## config.mk

```make
export PLATFORM = sky130hd
export DESIGN_NAME = prog_loader
export DESIGN_NICKNAME = d
export VERILOG_FILES = /design/src/rtl/prog_loader_pkg.sv /design/src/rtl/prog_loader.sv
export SDC_FILE = /design/constraint.sdc
export NUM_CORES = 1
export LEC_CHECK = 0
export CORE_MARGIN = 2
export CORE_UTILIZATION = 30
export CTS_CLUSTER_SIZE = 24
export DETAILED_ROUTE_END_ITERATION = 8
export PLACE_DENSITY_LB_ADDON = 0.3
export SETUP_SLACK_MARGIN = 0.5
export SLEW_MARGIN = 10
export SYNTH_ARGS = -nofsm -noshare
export SYNTH_HDL_FRONTEND = slang
export SYNTH_SLANG_ARGS = --single-unit
```

## constraint.sdc

```tcl
create_clock -name clk -period 7.05 [get_ports clk]
set_input_delay 2.115 -clock clk [delete_from_list [all_inputs] [get_ports clk]]
set_output_delay 2.115 -clock clk [all_outputs]
set_load 0.05 [all_outputs]
```

## src/rtl/prog_loader_pkg.sv

```systemverilog
// prog_loader_pkg: shared types and defaults for the serial program loader.
//   state_t        framing state machine encoding
//   SYNC_BYTE_DEF  default packet start marker
//   DEPTH_DEF      default program memory depth in words
//   ADDR_W/WORD_W  program memory address / instruction word widths
package prog_loader_pkg;
  localparam int         ADDR_W        = 11;
  localparam int         WORD_W        = 14;
  localparam int         CNT_W         = 12;
  localparam logic [7:0] SYNC_BYTE_DEF = 8'hA5;
  localparam int         DEPTH_DEF     = 2048;

  typedef enum logic [2:0] {
    S_IDLE, S_CNT_LO, S_CNT_HI, S_DATA_LO, S_DATA_HI, S_CHECK, S_DONE, S_ERR
  } state_t;
endpackage

```

## src/rtl/prog_loader.sv

```systemverilog
// prog_loader: frames UART bytes (sync, count lo/hi, data lo/hi pairs,
// checksum) into 14-bit program memory writes and holds the core in reset
// until a packet has been accepted intact.
// Ports:
//   clk, rst          clock, synchronous active-high reset
//   rx_data/rx_valid  received byte and its one-cycle strobe
//   pm_we/pm_addr/pm_wdata  program memory write port (one pulse per word)
//   core_rst          high while the CPU must stay in reset
//   load_done/load_err  sticky outcome of the last packet
//   words_loaded      words written by the current/last packet
module prog_loader
  import prog_loader_pkg::*;
#(
  parameter logic [7:0] SYNC_BYTE = SYNC_BYTE_DEF,
  parameter int         DEPTH     = DEPTH_DEF
) (
  input  logic              clk,
  input  logic              rst,
  input  logic [7:0]        rx_data,
  input  logic              rx_valid,
  output logic              pm_we,
  output logic [ADDR_W-1:0] pm_addr,
  output logic [WORD_W-1:0] pm_wdata,
  output logic              core_rst,
  output logic              load_done,
  output logic              load_err,
  output logic [CNT_W-1:0]  words_loaded
);
  localparam logic [15:0] DEPTH16 = 16'(DEPTH);

  state_t            r_state;
  logic [7:0]        r_cnt_lo;
  logic [7:0]        r_data_lo;
  logic [7:0]        r_sum;
  logic [CNT_W-1:0]  r_count;
  logic [CNT_W-1:0]  r_words;
  logic [ADDR_W-1:0] r_addr;
  logic [WORD_W-1:0] r_wdata;
  logic              r_we;
  logic              r_core_rst;
  logic              r_done;
  logic              r_err;

  logic [15:0]      w_count;
  logic [7:0]       w_sum_nxt;
  logic [CNT_W-1:0] w_words_nxt;

  assign w_count     = {rx_data, r_cnt_lo};
  assign w_sum_nxt   = r_sum + rx_data;
  assign w_words_nxt = r_words + CNT_W'(1);

  always_ff @(posedge clk) begin
    if (rst) begin
      r_state    <= S_IDLE;
      r_cnt_lo   <= '0;
      r_data_lo  <= '0;
      r_sum      <= '0;
      r_count    <= '0;
      r_words    <= '0;
      r_addr     <= '0;
      r_wdata    <= '0;
      r_we       <= 1'b0;
      r_core_rst <= 1'b1;
      r_done     <= 1'b0;
      r_err      <= 1'b0;
    end else begin
      r_we <= 1'b0;
      // Address advances the edge after the write pulse so pm_addr stays
      // stable for the whole pm_we cycle.
      if (r_we) r_addr <= r_addr + ADDR_W'(1);
      if (rx_valid) begin
        case (r_state)
          S_IDLE, S_DONE, S_ERR: begin
            if (rx_data == SYNC_BYTE) begin
              r_state    <= S_CNT_LO;
              r_done     <= 1'b0;
              r_err      <= 1'b0;
              r_words    <= '0;
              r_sum      <= '0;
              r_addr     <= '0;
              r_core_rst <= 1'b1;
            end
          end
          S_CNT_LO: begin
            r_cnt_lo <= rx_data;
            r_sum    <= w_sum_nxt;
            r_state  <= S_CNT_HI;
          end
          S_CNT_HI: begin
            r_sum   <= w_sum_nxt;
            r_count <= w_count[CNT_W-1:0];
            if (w_count > DEPTH16) begin
              r_state <= S_ERR;
              r_err   <= 1'b1;
            end else if (w_count == 16'd0) begin
              r_state <= S_CHECK;
            end else begin
              r_state <= S_DATA_LO;
            end
          end
          S_DATA_LO: begin
            r_data_lo <= rx_data;
            r_sum     <= w_sum_nxt;
            r_state   <= S_DATA_HI;
          end
          S_DATA_HI: begin
            r_sum <= w_sum_nxt;
            // Top two bits must be clear for a 14-bit instruction word.
            if (rx_data[7:6] != 2'b00) begin
              r_state <= S_ERR;
              r_err   <= 1'b1;
            end else begin
              r_we    <= 1'b1;
              r_wdata <= {rx_data[5:0], r_data_lo};
              r_words <= w_words_nxt;
              r_state <= (w_words_nxt == r_count) ? S_CHECK : S_DATA_LO;
            end
          end
          S_CHECK: begin
            if (w_sum_nxt == 8'd0) begin
              r_state    <= S_DONE;
              r_done     <= 1'b1;
              r_core_rst <= 1'b0;
            end else begin
              r_state <= S_ERR;
              r_err   <= 1'b1;
            end
          end
          default: r_state <= S_IDLE;
        endcase
      end
    end
  end

  assign pm_we        = r_we;
  assign pm_addr      = r_addr;
  assign pm_wdata     = r_wdata;
  assign core_rst     = r_core_rst;
  assign load_done    = r_done;
  assign load_err     = r_err;
  assign words_loaded = r_words;
endmodule

```

* After elaboration in Yosys (flattened, before gate mapping)
Index checks and enable logic that the tools add are counted.
Operators by class: add/subtract/negate cells 3, multipliers 0, divide/modulo/power cells 0, $lt $le $gt $ge 1, equality and inequality tests 15, shift-type cells 0, muxes and demuxes 27, bitwise logic cells 3, reduce and logical (&&, ||, !) cells 20
Operator list (number):
- $mux W11 | 4
- $mux W12 | 2
- $pmux W12 S2 | 1
- $pmux W3 S6 | 1
- $gt A16 B12 Y1 const B | 1
- $logic_not A16 Y1 | 1
- $pmux W8 S2 | 1
- $mux W3 | 5
- $add A12 B1 Y12 const B | 1
- $eq A12 B12 Y1 | 1
- $eq A3 B3 Y1 const B | 4
- $ne A2 B2 Y1 const B | 6
- $add A11 B1 Y11 const B | 1
- $mux W1 | 9
- $add A8 B8 Y8 | 1
- $eq A8 B8 Y1 const B | 1
- $logic_not A8 Y1 | 1
- $mux W8 | 1
- $reduce_and A2 Y1 | 4
- $reduce_and A4 Y1 | 2
- $reduce_bool A2 Y1 | 4
- $eq A3 B2 Y1 const B | 2
- $reduce_and A3 Y1 | 2
- $reduce_and A6 Y1 | 1
- 8 further kinds | 12
Word-level totals: bits in registers 80, bits in latches 0, RAM bits 0, memory bits (read-only) 0, input port bits 11, output and inout port bits 41, word-level logic and storage cells 81, memories kept 0

* Longest topological paths before layout
depth after elaboration 5, depth in mapped cells 9, depth with buffers taken out 8

* Worst setup path after synthesis
No wires, ideal clock.
path type input to register, start point in rx_data[0], end point reg r_core_rst, in the netlist core_rst, setup time 125 ps, arrival time 3970 ps, required time 6925 ps, setup slack 2955 ps, cell stages on the path 8, path buffers 0, cells stage by stage ha_1 fa_1 a211oi_1 nor2_1 xor2_1 nor4_1 nand3b_1 o41a_1
Between the ends: word-level cells in the longest chain between the ends 4, elaborated cells on any way between the ends 6
Ends and longest elaborated chain:
- start: declaration | line prog_loader.sv:19 | input logic [7:0] rx_data,
- $add A8 B8 Y8 | line prog_loader.sv:49 | assign w_sum_nxt = r_sum + rx_data;
- $logic_not A8 Y1 | line prog_loader.sv:120 | if (w_sum_nxt == 8'd0) begin
- $ne A2 B2 Y1 (no line)
- $reduce_and A4 Y1 (no line) *
- end signal: assignment | line prog_loader.sv:63 | r_core_rst <= 1'b1;
- end signal: assignment | line prog_loader.sv:81 | r_core_rst <= 1'b1;
- end signal: assignment | line prog_loader.sv:123 | r_core_rst <= 1'b0;
- end: declaration | line prog_loader.sv:40 | logic r_core_rst;
Mark *: on every way between the ends. The rest lies on a longest branch, timed or not. A chain may end at the register's enable or synchronous reset.

* Final worst setup path
Ends and elaborated chain as after synthesis.

==> qor.csv <==
metric,value,unit
htreeDepth,3,
hold_ws,0.454,ns
port_buffers,51,
yosysSeqAreaShare,38.9,%
drt-total-wl,10.5,mm
path_delay_family,adder cells,
grt_start_max_net_pins,72,
synth_edf_count,0,
status,completed,
ir_drop,115,uV
final_area,5040,sq um
cts_inserted_buffers,9,
synth.top_cells.by_count,"nand2_1, dfxtp_1, a21oi_1",
end_kind,flip-flop,
ys.flop_type,dfxtp_1,
place_congestion,0.872,
fin_worst_skew,0.00540,ns
die_h,121,microns
required,7.26,ns
grt_setup_unrepaired,no,
syn2layout_area_growth,22.2,%
fmax,214,MHz
fin_tns_setup,0,ns
worstSetupPathType,in -> reg,
diodes,0,
drive_above_1_share,6.36,%
ys_warn_count,0,
maxCapViolCount,0,
firstDrtPassIters,5,
ys_ff_latch,80,
gr-total-overflow,0,
layout.nets,570,
crit_chain,clkdlybuf4s50_1 -> ha_1 -> fa_1 -> a211oi_1 -> nor2_1 -> xor2_1 -> nor4_1 -> nand3b_1 -> o41a_1,
drc,0,
num_io_pins,52,
post_cts_resized,0,
antenna_found_initial,0,
die_area,14700,sq um
synth_top_area_share,38.9,%
start_kind,input pin,
cts.clk_slew.worst_paths,0.05,ns
std_cell_rows,42,
hpwlAfterDp,7.55,mm
placed_area,4740,sq um
synth_top_cell_by_area,dfxtp_1,
core_area,13300,sq um
ys_async_sr_fraction,0,%
setup_violations,0,
num_vias,3690,
floorplan.initialDensity,30.9,%
leakagePower,1.68,nW
ys_types,59,
yosys-top-cells-area,"dfxtp_1, nand2_1, a21oi_1",
syn_avg_cell_area,8.08,sq um
yosysMostFrequentCell,nand2_1,
grt_pass1_vias,3475,
power_density,191,nW/um^2
cp_slowest_cell,clkdlybuf4s50_1,
arrival,4.88,ns
ctsRootBufferMaster,clkbuf_16,
clk_path_buf_depth,2,
hp-class,reg -> reg,
slew_headroom,33.5,%
cts_tree,yes,
syn_nets,532,
track_usage,14.9,%
clkLatencyLatePin,0.33,ns
grt_pass1_wl,17.4,mm
finalMaxSlewViolations,0,
hold_buffers,0,
routed_via_density,5.08,
period_share,66.2,%
die_x,121,microns
max_stage_delay,0.55,ns
wire_per_inst,14.4,microns
hold_viol,0,
antenna_left,0,
cts_sinks,80,
worstPathMaxFanout,7,
first_iter_violations,292,
synth_cells,510,
min_period,4.67,ns
cts_setup_buffers,0,
tightest_slew,0.993,ns
critPathBufInv,1,
netlist_area,4120,sq um
## per-stage QoR
stage          instances  util, %  worst slack (ns)  total power, mW
6_report             726     37.7              2.38            0.963
5_1_grt              726     37.7              2.25            0.999
4_1_cts              726     37.7              2.40            0.975
3_5_place_dp         713     35.5              2.05            0.495
3_3_place_gp         713     35.5              2.14            0.494
2_1_floorplan        510        -              2.96            0.481
## report_power, final
part	leakage [nW]	switching, mW	internal [mW]
clock network	0.143	0.175	0.303
logic	0.897	0.0221	0.0104
registers	0.644	0.000218	0.452
total	1.68	0.197	0.766
## layout make-up
class	instances	area, sq um
Fill cell	1360	8310
Multi-Input combinational cell	394	2360
Sequential cell	80	1600
Timing Repair Buffer	53	520
Clock buffer	9	225
Tap cell	176	220
Clock inverter	4	72.6
Inverter	10	37.5
## flip-flops by register name, summed over array words and instances (netlist names)
name / cells
core_rst: 1
load_done: 1
load_err: 1
pm_addr: 11
pm_wdata: 14
pm_we: 1
r_cnt_lo: 8
r_count: 12
r_data_lo: 8
r_state: 3
r_sum: 8
words_loaded: 12
## worst register-to-register path: stages (launching register included)
cell,delay (ns)
dfxtp_1,0.32
ha_1,0.21
fa_1,0.42
a211oi_1,0.29
nor2_1,0.10
xor2_1,0.16
nor4_1,0.38
nand3b_1,0.20
o41a_1,0.35
## per-layer routing
layer	track usage [%]	up-vias	part of all wire (%)
met5	0	-	0
met3	3.99	13	4.5
met1	19.5	1747	47
met2	24.0	71	48
met4	4.45	0	1.3
li1	-	1859	-
## path summary, 6_finish.rpt
path                    from  depth (start not counted)  slack, ns  endpoint
hold / removal      r_sum[5]                          2       0.45  r_sum[5]
setup reg to reg    r_sum[0]                          8       4.50  core_rst
setup / recovery  rx_data[0]                          9       2.38  core_rst
hold reg to reg     r_sum[5]                          2       0.45  r_sum[5]
## cells by family (layout without fill, tap and decap cells)
family | Yosys count | after routing | share of synthesized area [%]
xor+xnor | 30 | 30 | 6.38
mux | 10 | 10 | 2.46
fa+ha+maj | 11 | 11 | 3.52
simple gates | 221 | 221 | 26.0
compound gates | 122 | 122 | 18.9
buf+inv | 36 | 76 | 3.92
flops | 80 | 80 | 38.9
## placed cells by master (no fill, tap or decap), types with 3 or more instances in the layout
| master | count |
|---|---|
| a21oi_1 | 64 |
| nand3b_1 | 6 |
| mux2i_1 | 9 |
| nor2_1 | 50 |
| nand2b_1 | 5 |
| a31oi_1 | 5 |
| ha_1 | 10 |
| o21ai_0 | 18 |
| nand4_1 | 4 |
| a211o_1 | 3 |
| a2111oi_0 | 3 |
| nand2_1 | 97 |
| inv_1 | 10 |
| xnor2_1 | 13 |
| a211oi_1 | 4 |
| o21a_1 | 3 |
| or2_2 | 3 |
| xor2_1 | 17 |
| and3_1 | 5 |
| nor3_1 | 7 |
| nand3_1 | 20 |
| dfxtp_1 | 80 |
| clkbuf_16 | 9 |
| clkdlybuf4s50_1 | 50 |
| nor4_1 | 3 |
| o311a_1 | 3 |
(Power assumes the default switching activity.)
